==> config.mk <==
export PLATFORM = sky130hd
export DESIGN_NAME = noc_depacketizer_flat
export DESIGN_NICKNAME = d
export VERILOG_FILES = /design/src/rtl/noc_depacketizer_if.sv /design/src/rtl/noc_depacketizer.sv /design/src/flat_wrapper.sv
export SDC_FILE = /design/constraint.sdc
export NUM_CORES = 1
export LEC_CHECK = 0
export ABC_AREA = 1
export CORE_AREA = 2 2 298 300
export DETAILED_ROUTE_END_ITERATION = 7
export DIE_AREA = 0 0 300 302
export SYNTH_ARGS = -nofsm -noshare
export SYNTH_HDL_FRONTEND = slang
export SYNTH_SLANG_ARGS = --single-unit
==> constraint.sdc <==
create_clock -name clk_i -period 2.5 [get_ports clk_i]
set_input_delay 0.5 -clock clk_i [delete_from_list [all_inputs] [get_ports clk_i]]
set_output_delay 0.5 -clock clk_i [all_outputs]
set_load 0.005 [all_outputs]
==> src/rtl/noc_depacketizer_if.sv <==
// noc_depacketizer_if: flit ingress and reassembled-word egress bundle for the depacketizer
interface noc_depacketizer_if #(
  parameter int FLIT_WIDTH = 150,
  parameter int MAX_FLITS = 4,
  parameter int CNT_W = $clog2(MAX_FLITS + 1)
);
  logic flit_valid;
  logic flit_ready;
  logic flit_head;
  logic flit_tail;
  logic [FLIT_WIDTH-1:0] flit_data;
  logic out_valid;
  logic out_ready;
  logic [FLIT_WIDTH*MAX_FLITS-1:0] out_data;
  logic [CNT_W-1:0] out_nflits;
  logic out_trunc;
  logic err_pulse;
  logic [7:0] err_count;
  modport master (
    output flit_valid, flit_head, flit_tail, flit_data, out_ready,
    input flit_ready, out_valid, out_data, out_nflits, out_trunc, err_pulse, err_count
  );
  modport slave (
    input flit_valid, flit_head, flit_tail, flit_data, out_ready,
    output flit_ready, out_valid, out_data, out_nflits, out_trunc, err_pulse, err_count
  );
endinterface

==> src/rtl/noc_depacketizer.sv <==
// noc_depacketizer: reassembles head/body/tail flits into one wide word per packet
module noc_depacketizer #(
  parameter int FLIT_WIDTH = 150,
  parameter int MAX_FLITS = 4,
  parameter int CNT_W = $clog2(MAX_FLITS + 1)
) (
  input logic clk_i,
  input logic rst_ni,
  noc_depacketizer_if.slave dp
);
  localparam int WW = FLIT_WIDTH * MAX_FLITS;
  typedef enum logic [1:0] {IDLE, COLLECT, HOLD} state_t;
  state_t state_q, state_d, eff;
  logic [WW-1:0] data_q, data_d;
  logic [CNT_W-1:0] cnt_q, cnt_d;
  logic trunc_q, trunc_d;
  logic err_q, err_d;
  logic [7:0] errc_q, errc_d;
  logic xfer;
  logic full;
  assign dp.flit_ready = state_q != HOLD || dp.out_ready;
  assign xfer = dp.flit_valid && dp.flit_ready;
  assign full = cnt_q == CNT_W'(MAX_FLITS);
  // A word leaving HOLD this cycle frees the buffer, so the incoming flit is seen as arriving in IDLE
  assign eff = (state_q == HOLD && dp.out_ready) ? IDLE : state_q;
  always_comb begin
    state_d = eff;
    data_d = data_q;
    cnt_d = cnt_q;
    trunc_d = trunc_q;
    err_d = 1'b0;
    if (xfer && dp.flit_head) begin
      err_d = eff == COLLECT;
      data_d = WW'(dp.flit_data);
      cnt_d = CNT_W'(1);
      trunc_d = 1'b0;
      state_d = dp.flit_tail ? HOLD : COLLECT;
    end else if (xfer && eff == COLLECT) begin
      for (int k = 0; k < MAX_FLITS; k++)
        if (cnt_q == CNT_W'(k)) data_d[k*FLIT_WIDTH +: FLIT_WIDTH] = dp.flit_data;
      cnt_d = full ? cnt_q : cnt_q + CNT_W'(1);
      trunc_d = trunc_q || full;
      state_d = dp.flit_tail ? HOLD : COLLECT;
    end else if (xfer) begin
      err_d = 1'b1;
    end
    errc_d = (err_d && errc_q != 8'hFF) ? errc_q + 8'd1 : errc_q;
  end
  always_ff @(posedge clk_i or negedge rst_ni) begin
    if (!rst_ni) begin
      state_q <= IDLE;
      data_q <= '0;
      cnt_q <= '0;
      trunc_q <= 1'b0;
      err_q <= 1'b0;
      errc_q <= 8'd0;
    end else begin
      state_q <= state_d;
      data_q <= data_d;
      cnt_q <= cnt_d;
      trunc_q <= trunc_d;
      err_q <= err_d;
      errc_q <= errc_d;
    end
  end
  assign dp.out_valid = state_q == HOLD;
  assign dp.out_data = data_q;
  assign dp.out_nflits = cnt_q;
  assign dp.out_trunc = trunc_q;
  assign dp.err_pulse = err_q;
  assign dp.err_count = errc_q;
endmodule

==> src/flat_wrapper.sv <==
// flat-port wrapper written by rule: the top's interface ports become plain ports
module noc_depacketizer_flat 
#(
  parameter int FLIT_WIDTH = 150,
  parameter int MAX_FLITS = 4,
  parameter int CNT_W = $clog2(MAX_FLITS + 1)
)
  (clk_i, rst_ni, dp_flit_valid, dp_flit_head, dp_flit_tail, dp_flit_data, dp_out_ready, dp_flit_ready, dp_out_valid, dp_out_data, dp_out_nflits, dp_out_trunc, dp_err_pulse, dp_err_count);
  noc_depacketizer_if #(.FLIT_WIDTH(FLIT_WIDTH), .MAX_FLITS(MAX_FLITS), .CNT_W(CNT_W)) dp_i ();
  input logic clk_i;
  input logic rst_ni;
  input wire logic [$bits(dp_i.flit_valid)-1:0] dp_flit_valid;
  input wire logic [$bits(dp_i.flit_head)-1:0] dp_flit_head;
  input wire logic [$bits(dp_i.flit_tail)-1:0] dp_flit_tail;
  input wire logic [$bits(dp_i.flit_data)-1:0] dp_flit_data;
  input wire logic [$bits(dp_i.out_ready)-1:0] dp_out_ready;
  output wire logic [$bits(dp_i.flit_ready)-1:0] dp_flit_ready;
  output wire logic [$bits(dp_i.out_valid)-1:0] dp_out_valid;
  output wire logic [$bits(dp_i.out_data)-1:0] dp_out_data;
  output wire logic [$bits(dp_i.out_nflits)-1:0] dp_out_nflits;
  output wire logic [$bits(dp_i.out_trunc)-1:0] dp_out_trunc;
  output wire logic [$bits(dp_i.err_pulse)-1:0] dp_err_pulse;
  output wire logic [$bits(dp_i.err_count)-1:0] dp_err_count;
  assign dp_i.flit_valid = dp_flit_valid;
  assign dp_i.flit_head = dp_flit_head;
  assign dp_i.flit_tail = dp_flit_tail;
  assign dp_i.flit_data = dp_flit_data;
  assign dp_i.out_ready = dp_out_ready;
  assign dp_flit_ready = dp_i.flit_ready;
  assign dp_out_valid = dp_i.out_valid;
  assign dp_out_data = dp_i.out_data;
  assign dp_out_nflits = dp_i.out_nflits;
  assign dp_out_trunc = dp_i.out_trunc;
  assign dp_err_pulse = dp_i.err_pulse;
  assign dp_err_count = dp_i.err_count;
  noc_depacketizer #(.FLIT_WIDTH(FLIT_WIDTH), .MAX_FLITS(MAX_FLITS), .CNT_W(CNT_W)) u_core (.clk_i(clk_i), .rst_ni(rst_ni), .dp(dp_i));
endmodule
==> impl_results.md, run 1 <==
* Outcome: complete, no violations
* Total Nets Final at 3,368
* CP max stage cell: clkdlybuf4s50_1
* CTS tree: done
* Synth top area cells: dfrtp_1 63%, nand3_1 13%, nand2_1 7.7%
* Die Ht at 302 um
* Maximum VDD drop at 0.000500 V
* Placed cell area at 33,800 um^2
* Vias in the first global route at 21.5k
* RSZ-0062 raised after global routing: no
* Cell accounting for the most synthesized area: dfrtp_1
* Share of layout cells above drive strength 1 at 8.00%
* Total negative slack at 0 ps
* Vias per Instance at 4.76
* Max_cap viols at 0
* Final Cycle Share at 93.3%
* I/O Buffers at 770
* Hpwl dp at 65,600 um
* Max incr delay on CP at 520 ps
* Synth warn at 0
* Post-synthesis sequential area ratio at 63.2%
* Synth unique cells at 27
* Number of synthesized flops with an enable pin at 0
* Detailed Routing Iterations Pass 1 at 5
* Final wirelength at 89,900 um
* Hold-fix buffers, CTS at 1
* IO Count at 771
* First-pass GRT wire length at 135,000 um
* Crit path required time at 2000 ps
* Worst Hold Class: primary input to flop
* Sink Count at 615
* Worst slew margin at 56.9%
* Fin crit period at 2330 ps
* Antenna-violating nets left at 0
* Critical path launch point type: flop
* Clock root buffer: clkbuf_16
* Routability Congestion at 0.831
* Final core occ at 41.4%
* Synth Net Count at 2,605
* Synthesized area at 24,300 um^2
* Final count of hold timing violations at 0
* Core area at 87,600 um^2
* Die area at 90,600 um^2
* Finished Cell Area at 36,300 um^2
* CP Capture Type: output pin
* Remaining Overflow, GRT at 0
* # DRC at 0
* Post-CTS setup buffer count at 0
* Via count at 21.1k
* FMAX at 429 MHz
* Hold_ws at 448 ps
* Post_cts resized at 0
* Worst-path clk slew at 60 ps
* Max Slew Vio Count at 0
* WP data arrival at 1830 ps
* Buf/Inv on CP at 2
* Worst path cell trace: inv_2, nand3_4, clkdlybuf4s50_1
* Post-Syn Area per Cell at 9.96 um^2
* P_leak at 16.3 nW
* Worst-Skew Late Latency at 620 ps
* DR iter-0 viols at 1,630
* Synth top area share at 63.2%
* Cells after Synth at 2,443
* Post-synth top cells: 615 x dfrtp_1, 612 x nand3_1, 498 x nand2_1, 327 x o21ai_0, 127 x o21ai_1
* Crit-path leading delay family: buffers and inverters
* Post-synth ARST share at 100%
* Crit-path max FO at 8
* Synth Register Bits at 615
* Area Overhead vs Synth at 49.1%
* Most common flop cell mapped by yosys: dfrtp_1
* Row count at 109
* GR Util All Layers at 19.4%
* PnR worst setup slack at 167 ps
* Final Setup Violations at 0
* Crit Path Category: flop to output pin
* Die W at 300 um
* Largest net degree at the start of global routing at 81
* FF-to-FF setup slack at 570 ps
* Count leader, synth: dfrtp_1
* Drt wl/cell at 20.3 um
* H-Tree Level Count at 3
* Cell Pwr Density at 963 nW/um^2
* Max clock buf depth at 3
* Layout Skew at 23.6 ps
* Initial Util at 27.8%
* CTS buffer count at 72
* Least-Margin Pin Slew at 647 ps
* Antenna violations before repair at 4
* Worst slack at placement at 147 ps
sequential cells by signal, indices dropped and copies added (netlist names):
name and count:
u_core.dp.out_data 600, u_core.dp.err_count 8, u_core.dp.out_trunc 1, u_core.dp.err_pulse 1
u_core.state_q 2, u_core.dp.out_nflits 3
through the flow:
| step | power, W | instances |
|---|---|---|
| 2_1_floorplan | 0.0170 | 2443 |
| 3_5_place_dp | 0.0241 | 4296 |
| 6_report | 0.0350 | 4428 |
| 5_1_grt | 0.0368 | 4428 |
| 3_3_place_gp | 0.0240 | 4296 |
| 4_1_cts | 0.0354 | 4426 |
cell usage in the layout (no fill, tap or decap):
cell type,count
dfrtp_1,615
clkbuf_16,72
xnor2_1,2
o21ai_1,127
clkinvlp_4,2
inv_1,14
buf_4,86
clkinv_2,9
nor2_4,1
diode_2,2
nand4_4,3
nand3b_1,2
nand4_1,3
nand3_1,612
clkbuf_8,16
inv_6,3
ha_1,6
clkdlybuf4s50_1,769
inv_2,1
clkinv_8,1
dlygate4sd3_1,1
clkinv_4,1
and2_1,1
nand3_4,2
nor2_1,9
buf_12,48
nor2_2,1
clkinv_16,2
xor2_1,1
buf_8,1
nand2_8,1
clkbuf_1,13
nand4_2,1
bufinv_16,8
inv_16,2
nand2_1,498
o21ai_0,327
report_power, final:
group,internal [W],switching [W],leakage (nW)
Combinational,0.00556,0.00459,6.76
Sequential,0.0122,0.00149,8.26
Clock,0.00669,0.00440,1.23
kinds of logic after synthesis:
group | Yosys count | share of synthesized area, %
and+or+nand+nor | 1134 | 21.0
AOI/OAI and AO/OA | 454 | 9.34
xor gates and xnor gates | 3 | 0.108
DFF | 615 | 63.2
adders and majority gates | 6 | 0.308
buffers and inverters | 231 | 5.98
tightest hold or removal path: stages:
cell and delay (ps):
clkdlybuf4s50_1 410, nand2_1 70, nand2_1 40
worst paths after layout:
| check | cells past startpoint | from | end |
|---|---|---|---|
| min reg2reg | 2 | u_core.dp.out_trunc | u_core.dp.out_trunc |
| min | 3 | dp_flit_data[22] | u_core.dp.out_data[22] |
| max reg2reg | 9 | u_core.dp.out_nflits[0] | u_core.dp.out_data[125] |
| max in group asynchronous | 3 | rst_ni | u_core.dp.out_data[363] |
| min in group asynchronous | 2 | rst_ni | u_core.dp.out_data[437] |
| max | 3 | u_core.state_q[0] | dp_flit_ready |
per-layer routing:
layer / track usage [%] / part of all wire [%] / vias to the layer above
li1: - / - / 9880
met1: 23.9 / 40 / 10200
met2: 31.4 / 47 / 813
met3: 6.51 / 9.2 / 148
met4: 7.23 / 3.4 / 2
met5: 0 / 0.013 / -
layout make-up:
type	count	area (um^2)
fill	8556	51300
clock inverter	28	452
tap	1165	1460
clock buffer	101	2070
sequential	615	15400
multi-input combinational	1597	7530
inverter	15	56.3
timing repair buffer	905	9330
antenna	2	5.00
(Power assumes the default switching activity.)
==> run 2, diff against run 1 <==
Settings changed: DONT_BUFFER_PORTS from default to 1.
==> run 2 against run 1 <==
Effect of this change: the flow now finishes with violations (hold timing, slew limit); utilization down 8.4 points; first-iteration DRC count up 7.5%; non-clock buffer count down 690; clock skew up 3.6 ps; fmax up 9.2%; clock-buffer cell count down 6; sequential cell count unchanged; setup slack better by 200 ps; die area unchanged.
==> impl_results.md, run 2 (synthesis gave the netlist of run 1 again) <==
* Max reg flops at 600 (unchanged)
* Crit-path max FO at 33 (was 8)
* Die W at 300 um (unchanged)
* Total negative slack at 0 ps (unchanged)
* Sink Count at 615 (unchanged)
* Crit Path Category: flop to flop (was flop to output pin)
* Largest net degree at the start of global routing at 616 (was 81)
* Post-route non-filler standard cell count at 3,727 (was 4,428)
* Max Slew Vio Count at 337 (was 0)
* Inst Count DP at 3,465 (was 4,296)
* GR Util All Layers at 17.2% (was 19.4%)
* Worst slew margin at -76.5% (was 56.9%)
* Crit path required time at 3010 ps (was 2000 ps)
* Int Power at 0.0197 W (was 0.0245 W)
* Antenna violations before repair at 1 (was 4)
* Reg area at 15,400 um^2 (unchanged)
* Die area at 90,600 um^2 (unchanged)
* Final Cycle Share at 85.5% (was 93.3%)
* Logic pwr share at 14.8% (was 29.1%)
* Multi-input logic area at 7530 um^2 (unchanged)
* Vias per Instance at 4.99 (was 4.76)
* Critical path launch point type: flop (unchanged)
* Reg2Reg Capture Point: u_core.dp.out_data[80] (was u_core.dp.out_data[125])
* Cell Pwr Density at 1000 nW/um^2 (was 963 nW/um^2)
* R2R Path Start: u_core.dp.out_nflits[0] (unchanged)
* Final wirelength at 81,900 um (was 89,900 um)
* Detailed Routing Iterations Pass 1 at 6 (was 5)
* IO Count at 771 (unchanged)
* I/O Buffers at 0 (was 770)
* Net Sw Power at 0.00928 W (was 0.0105 W)
* Routability Congestion at 0.853 (was 0.831)
* Worst Setup SP: u_core.dp.out_nflits[0] (was u_core.state_q[0])
* Maximum VDD drop at 0.000541 V (was 0.000500 V)
* # DRC at 0 (unchanged)
* CTS tree: done (unchanged)
* CP Capture Type: flop (was output pin)
* CP max stage cell: dfrtp_1 (was clkdlybuf4s50_1)
* Die Ht at 302 um (unchanged)
* Max clock buf depth at 3 (unchanged)
* Clock root buffer: clkbuf_16 (unchanged)
* Worst-path clk slew at 60 ps (about the same)
* Row count at 109 (unchanged)
* FF-to-FF setup slack at 360 ps (was 570 ps)
* Most frequent cells in the layout: 615 x dfrtp_1, 612 x nand3_1, 498 x nand2_1 (was 769 x clkdlybuf4s50_1, 615 x dfrtp_1, 612 x nand3_1)
* Switching share of power at 32.1% (was 30.0%)
* DR iter-0 viols at 1,753 (was 1,630)
* Max incr delay on CP at 460 ps (was 520 ps)
* Via count at 18.6k (was 21.1k)
* Worst path cell trace: inv_1, ha_1, inv_1, nor2_1, nand4_4, nand2_8, buf_12, nand2_1, nand2_1 (was inv_2, nand3_4, clkdlybuf4s50_1)
* Vias in the first global route at 18.5k (was 21.5k)
* Clock power frac at 34.3% (was 31.7%)
* First-pass GRT wire length at 120,000 um (was 135,000 um)
* Core area at 87,600 um^2 (unchanged)
* Total Nets Final at 2,674 (was 3,368)
* H-Tree Level Count at 3 (unchanged)
* Final Setup Violations at 0 (unchanged)
* Hold-fix buffers, CTS at 142 (was 1)
* Antenna-violating nets left at 0 (unchanged)
* CTS buffer count at 68 (was 72)
* Flop pwr share at 50.9% (was 39.2%)
* Total of fill cells in the finished design at 8,922 (was 8,556)
* Area Overhead vs Synth at 18.9% (was 49.1%)
* Hpwl dp at 55,900 um (was 65,600 um)
* WP data arrival at 2650 ps (was 1830 ps)
* Most common cell after layout, fill and taps aside: dfrtp_1 (was clkdlybuf4s50_1)
* Failing checks: hold timing, slew limit
* Worst-Skew Late Latency at 600 ps (was 620 ps)
* FMAX at 468 MHz (was 429 MHz)
* Reg2reg path depth at 9 (unchanged)
* P_leak at 13.5 nW (was 16.3 nW)
* Post-CTS setup buffer count at 0 (unchanged)
* Design Power at 0.0289 W (was 0.0350 W)
* RSZ-0062 raised after global routing: no (unchanged)
* Worst Hold Class: primary input to async pin (was primary input to flop)
* Least-Margin Pin Slew at 2650 ps (was 647 ps)
* Final count of hold timing violations at 318 (was 0)
* Hold_ws at -404 ps (was 448 ps)
* Layout Skew at 27.2 ps (was 23.6 ps)
* Outcome: finished with violations (was complete, no violations)
* Remaining Overflow, GRT at 0 (unchanged)
* Max_cap viols at 0 (unchanged)
* Drt wl/cell at 22.0 um (was 20.3 um)
* Initial Util at 27.8% (unchanged)
* Fin crit period at 2140 ps (was 2330 ps)
* Post_cts resized at 0 (unchanged)
* Share of layout cells above drive strength 1 at 7.30% (was 8.00%)
## run 2: cell types whose count changed in the layout (fill, tap and decap cells not counted), sizes merged, moves of 5 or more
cell           previous run  this run
clkdlybuf4s50           769         0
clkbuf                  101        95
bufinv                    8         3
dlygate4sd3               1       142
buf                     135        73
## run 2: worst max-delay path by stage
stage                               to  slack (ps)  cells past startpoint
2_1_floorplan  u_core.dp.out_data[100]         890                     10
3_3_place_gp    u_core.dp.out_data[80]         450                      9
3_5_place_dp    u_core.dp.out_data[80]         400                      9
4_1_cts         u_core.dp.out_data[80]         360                      9
5_1_grt         u_core.dp.out_data[80]         200                      9
6_report        u_core.dp.out_data[80]         360                      9
## run 2: final cells by class
class                   count  share of cell area (%)
diodes                      1                 0.00865
inverters                  15                   0.195
well taps                1165                    5.04
clock buffers              95                    6.73
multi-input cells        1597                    26.0
repair buffers            215                    7.93
clock inverters            24                   0.869
flip-flops and latches    615                    53.2
## run 2: worst max-delay path: cells and delay by family (launching register included)
family | cells | cell delay (ps)
buffers and inverters | 3 | 390
adder cells (fa/ha/maj) | 1 | 170
flip-flops | 1 | 460
AND/OR/NAND/NOR | 5 | 970
## run 2: power groups by stage
stage / clock, W / sequential, W / combinational (W)
2_1_floorplan: 0 / 0.0138 / 0.00322
3_3_place_gp: 0 / 0.0149 / 0.00396
3_5_place_dp: 0 / 0.0149 / 0.00413
4_1_cts: 0.0102 / 0.0147 / 0.00432
5_1_grt: 0.0106 / 0.0150 / 0.00492
6_report: 0.00992 / 0.0147 / 0.00430
## run 2: per-stage QoR
| stage | cell area, um^2 | util, % | hold WS, ps | worst slack [ps] |
|---|---|---|---|---|
| floorplan | 24300 | - | 204 | 886 |
| global placement | 25300 | 28.9 | 221 | 449 |
| detailed placement | 25300 | 28.9 | 217 | 403 |
| CTS | 28900 | 33.0 | -448 | 361 |
| global route | 28900 | 33.0 | -450 | 205 |
| finish | 28900 | 33.0 | -404 | 364 |
## run 2: metal layers
metal	track usage (%)	up-vias	wire length (um)
met4	6.73	0	2860
met5	0	-	0
li1	-	8485	-
met3	7.47	136	9520
met1	19.7	9032	30500
met2	28.5	938	39000
